[config.mk]
export PLATFORM = sky130hd
export DESIGN_NAME = serial_magnitude_comparator
export DESIGN_NICKNAME = d
export VERILOG_FILES = /design/src/rtl/serial_magnitude_comparator.sv
export SDC_FILE = /design/constraint.sdc
export NUM_CORES = 1
export LEC_CHECK = 0
export ABC_CLOCK_PERIOD_IN_PS = 1800
export CAP_MARGIN = 20
export CORE_UTILIZATION = 45
export CTS_CLUSTER_SIZE = 20
export DETAILED_ROUTE_END_ITERATION = 10
export GPL_ROUTABILITY_DRIVEN = 0
export PLACE_DENSITY = 0.7
export SYNTH_ARGS = -nofsm -noshare
export SYNTH_HDL_FRONTEND = slang
export SYNTH_SLANG_ARGS = --single-unit
[constraint.sdc]
create_clock -name clk -period 1.8 [get_ports clk]
set_input_delay 0.36 -clock clk [delete_from_list [all_inputs] [get_ports clk]]
set_output_delay 0.36 -clock clk [all_outputs]
set_load 0.005 [all_outputs]
[src/rtl/serial_magnitude_comparator.sv]
// Purpose: multi-cycle unsigned N-bit magnitude comparator, scans operands MSB-first one bit per clock.
// Latency: exactly N cycles from operand accept to out_valid; no early exit.
// Backpressure: in_ready only in IDLE; result and flags held in DONE until out_ready.
module serial_magnitude_comparator #(
  parameter int N = 8
) (
  input  logic         clk,
  input  logic         rst,
  input  logic         in_valid,
  output logic         in_ready,
  input  logic [N-1:0] A,
  input  logic [N-1:0] B,
  output logic         out_valid,
  input  logic         out_ready,
  output logic         A_lt_B,
  output logic         A_eq_B,
  output logic         A_gt_B
);

  localparam int CW = $clog2(N + 1);
  localparam logic [CW-1:0] LAST_CNT = CW'(N - 1);

  typedef enum logic [1:0] {
    ST_IDLE = 2'd0,
    ST_CMP  = 2'd1,
    ST_DONE = 2'd2
  } state_t;

  state_t        state_q, state_d;
  logic [N-1:0]  a_sh_q, a_sh_d;
  logic [N-1:0]  b_sh_q, b_sh_d;
  logic [CW-1:0] cnt_q, cnt_d;
  logic          decided_q, decided_d;
  logic          in_ready_q, in_ready_d;
  logic          out_valid_q, out_valid_d;
  logic          lt_q, lt_d;
  logic          eq_q, eq_d;
  logic          gt_q, gt_d;

  // Current bit pair under comparison is always the top of the shift registers.
  logic a_bit, b_bit;
  assign a_bit = a_sh_q[N-1];
  assign b_bit = b_sh_q[N-1];

  // Next-state and next-output logic for the IDLE -> CMP -> DONE sequence.
  always_comb begin
    state_d     = state_q;
    a_sh_d      = a_sh_q;
    b_sh_d      = b_sh_q;
    cnt_d       = cnt_q;
    decided_d   = decided_q;
    in_ready_d  = in_ready_q;
    out_valid_d = out_valid_q;
    lt_d        = lt_q;
    eq_d        = eq_q;
    gt_d        = gt_q;
    case (state_q)
      ST_IDLE: begin
        if (in_valid) begin
          a_sh_d     = A;
          b_sh_d     = B;
          cnt_d      = '0;
          decided_d  = 1'b0;
          lt_d       = 1'b0;
          eq_d       = 1'b0;
          gt_d       = 1'b0;
          in_ready_d = 1'b0;
          state_d    = ST_CMP;
        end
      end
      ST_CMP: begin
        // First differing bit from the MSB settles the answer; later bits are don't-care.
        if (!decided_q && (a_bit != b_bit)) begin
          lt_d      = ~a_bit & b_bit;
          gt_d      = a_bit & ~b_bit;
          decided_d = 1'b1;
        end
        a_sh_d = a_sh_q << 1;
        b_sh_d = b_sh_q << 1;
        cnt_d  = cnt_q + CW'(1);
        if (cnt_q == LAST_CNT) begin
          // Equality is only known once the final bit has also matched.
          if (!decided_q && (a_bit == b_bit)) begin
            eq_d = 1'b1;
          end
          out_valid_d = 1'b1;
          state_d     = ST_DONE;
        end
      end
      ST_DONE: begin
        if (out_ready) begin
          out_valid_d = 1'b0;
          lt_d        = 1'b0;
          eq_d        = 1'b0;
          gt_d        = 1'b0;
          in_ready_d  = 1'b1;
          state_d     = ST_IDLE;
        end
      end
      default: begin
        state_d     = ST_IDLE;
        in_ready_d  = 1'b1;
        out_valid_d = 1'b0;
        lt_d        = 1'b0;
        eq_d        = 1'b0;
        gt_d        = 1'b0;
      end
    endcase
  end

  // All state and registered outputs; reset aborts any operation in flight.
  always_ff @(posedge clk or posedge rst) begin
    if (rst) begin
      state_q     <= ST_IDLE;
      a_sh_q      <= '0;
      b_sh_q      <= '0;
      cnt_q       <= '0;
      decided_q   <= 1'b0;
      in_ready_q  <= 1'b1;
      out_valid_q <= 1'b0;
      lt_q        <= 1'b0;
      eq_q        <= 1'b0;
      gt_q        <= 1'b0;
    end else begin
      state_q     <= state_d;
      a_sh_q      <= a_sh_d;
      b_sh_q      <= b_sh_d;
      cnt_q       <= cnt_d;
      decided_q   <= decided_d;
      in_ready_q  <= in_ready_d;
      out_valid_q <= out_valid_d;
      lt_q        <= lt_d;
      eq_q        <= eq_d;
      gt_q        <= gt_d;
    end
  end

  assign in_ready  = in_ready_q;
  assign out_valid = out_valid_q;
  assign A_lt_B    = lt_q;
  assign A_eq_B    = eq_q;
  assign A_gt_B    = gt_q;

endmodule

==> results.toml, run 1 <==
[outcome]
status = "complete, but fails checks"
violations = "DRC"

[synthesis]
synth.net_count = 154
syn_area_um2 = 1380
synthDistinctLibCells = 32
synthCells = 131
syn_area_per_cell_um2 = 10.5
yosysWarnings = 0
ys_seq_elements = 28
ys_seq_area_share_pct = 50.9

[timing]
finalSetupViolations = 0
relSlewSlack_pct = 75.9
finalClockSkew_ps = 3.39
slew_violations = 0
grt_setup_unrepaired = "false"
period_share_pct = 96.4
tightestPinTransition_ps = 362
min_period_ps = 1740
clock.fmax_mhz = 576
hold_viol = 0
tns_ps = 0

[cells_and_area]
final_common_cell = "dfrtp_1"
final_cells = 188
antenna-diode-count = 0
nets = 181
final_util_pct = 59.4
syn_to_final_growth_pct = 21.8
mostFrequentLayoutCells = "dfrtp_1 (27), clkdlybuf4s50_1 (24), nand2_1 (19), mux2i_1 (15), o21ai_0 (12)"
drive_gt1_share_pct = 9.55
stdcell_area_um2 = 1680

[route]
drt_wl_total_mm = 2.37
routedWlPerCell_um = 12.6
drt_first_pass_iters = 7
route.detailed.drc = 2
num_vias = 990
ant_nets = 0
avgViaCountPerCell = 5.27
drt_iter0_drc = 30

[placement]
io_buffers = 24
dpl_cell_area_um2 = 1650
place_inst = 184
detailed_place_hpwl_mm = 1.74

[hold_path]
hold_path.class = "input pin to asynchronous set/reset pin"

[critical_path]
worstSetupEndpointType = "output port"
slowest_stage = "dfstp_2"
cp_max_fo = 2
cp_slowest_stage_delay_ps = 560
crit_family = "flip-flops"
path_class = "register to output port"
path_buf_inv = 1
crit_chain = "clkdlybuf4s50_1"
arrival_ps = 1380
start_kind = "register"
required_ps = 1440

[pwr]
powerDensity_nw_per_um2 = 1480
p_leak_uw = 0.000752
ir_drop_uv = 712

[clock_network]
post-cts-setup-buffers = 0
post_cts_resized = 0
cts_hold_buf = 0
cts_max_level = 1
cts.root.buffer_cell = "clkbuf_4"
cts_buffers = 3
clk_pin_slew_worst_paths_ps = 140
clk_latency_ps = 320
cts.sinks = 28
cts_tree = "yes"
cts_buffer_depth = 2

[die]
std_cell_rows = 19
dieArea_um2 = 3290
die_h_um = 57.4
fp.dieW_um = 57.4
design.core.area_um2 = 2830
start_util_pct = 48.8
ios = 25

[global_route]
grt_pass1_vias = 963
grt_first_pass_wirelength_mm = 4.23
grt_max_degree = 35
grt_overflow = 0
gr-usage-all-layers_pct = 16.6
antenna_found_initial = 0

[run]
cap_violations = 0
layer usage:
metal | wire length, µm | track usage (%)
met5 | 0 | 0
met4 | 8 | 2.09
met3 | 77 | 4.76
met2 | 1200 | 28.6
met1 | 1080 | 21.4
worst min-delay path: cells and delay by family:
| kind | cells | cell delay (ps) |
|---|---|---|
| buffers and inverters | 3 | 760 |
Yosys cell counts (all sizes together):
library cell	count	area share, %
nand3b	1	0.54
o2bb2ai	1	0.63
nor2b	3	1.5
a211oi	1	0.54
mux2i	15	11
nor3b	2	1.1
and3	1	0.45
a32o	1	0.73
o22a	1	0.63
nor4b	1	0.63
nand2	19	5.2
ha	3	2.7
buf	7	4.8
or3	1	0.45
a211o	1	0.63
dfstp	1	1.9
o21bai	1	0.82
clkbuf	1	0.36
o21ai	20	7.3
a22o	1	0.63
nand3	3	1.1
a21oi	3	1.1
nor2	5	1.4
nand2b	1	1.0
mux2	1	0.82
inv	7	1.9
a2bb2oi	1	0.63
dfrtp	27	49
and4b	1	0.73
final cells by class:
type / instances / area [µm²]
Tap cell: 31 / 38.8
Multi-Input combinational cell: 88 / 581
Clock buffer: 4 / 36.3
Inverter: 7 / 26.3
Fill cell: 251 / 1150
Timing Repair Buffer: 30 / 298
Sequential cell: 28 / 702
per-stage QoR:
step	power, µW	setup slack [ps]	hold WS [ps]
detailed placement	2230	179	472
global placement	2180	190	466
finish	2500	64.3	372
global route	2720	7.74	419
CTS	2540	29.5	379
floorplan	1990	519	425
flip-flops by register name, summed over array words and instances, names as in the netlist, 2 cells and up:
name / cells
state_q: 2
cnt_q: 4
b_sh_q: 8
a_sh_q: 8
cells by family (layout without fill, tap and decap cells):
family | after synthesis | after routing | share of synthesized area (%)
buffers and inverters | 15 | 41 | 7.07
AND/OR/NAND/NOR | 38 | 38 | 14.1
multiplexers | 16 | 16 | 11.7
adder cells (fa/ha/maj) | 3 | 3 | 2.72
flip-flops | 28 | 28 | 50.9
AO/OA/AOI/OAI | 31 | 31 | 13.6
final timing paths:
path | endpoint | slack (ps) | depth (start not counted) | start
setup / recovery | in_ready | 60 | 1 | in_ready
hold / removal | a_sh_q[6] | 370 | 3 | rst
setup reg to reg | b_sh_q[3] | 320 | 4 | state_q[0]
hold reg to reg | b_sh_q[2] | 500 | 2 | b_sh_q[2]
max in group asynchronous | in_ready | 1120 | 3 | rst
min in group clk | b_sh_q[2] | 500 | 2 | b_sh_q[2]
report_power, final:
group	internal (µW)	switching [µW]
Combinational	567	531
Sequential	894	205
Clock	124	175
Total	1580	911
Note: power is estimated with default switching activity, not from simulation.
==> run 2: changes to the inputs <==
Settings changed: HOLD_SLACK_MARGIN from default to 0.06.
==> results of run 2 <==
Final layout, timing and power as in run 1 (identical DEF).
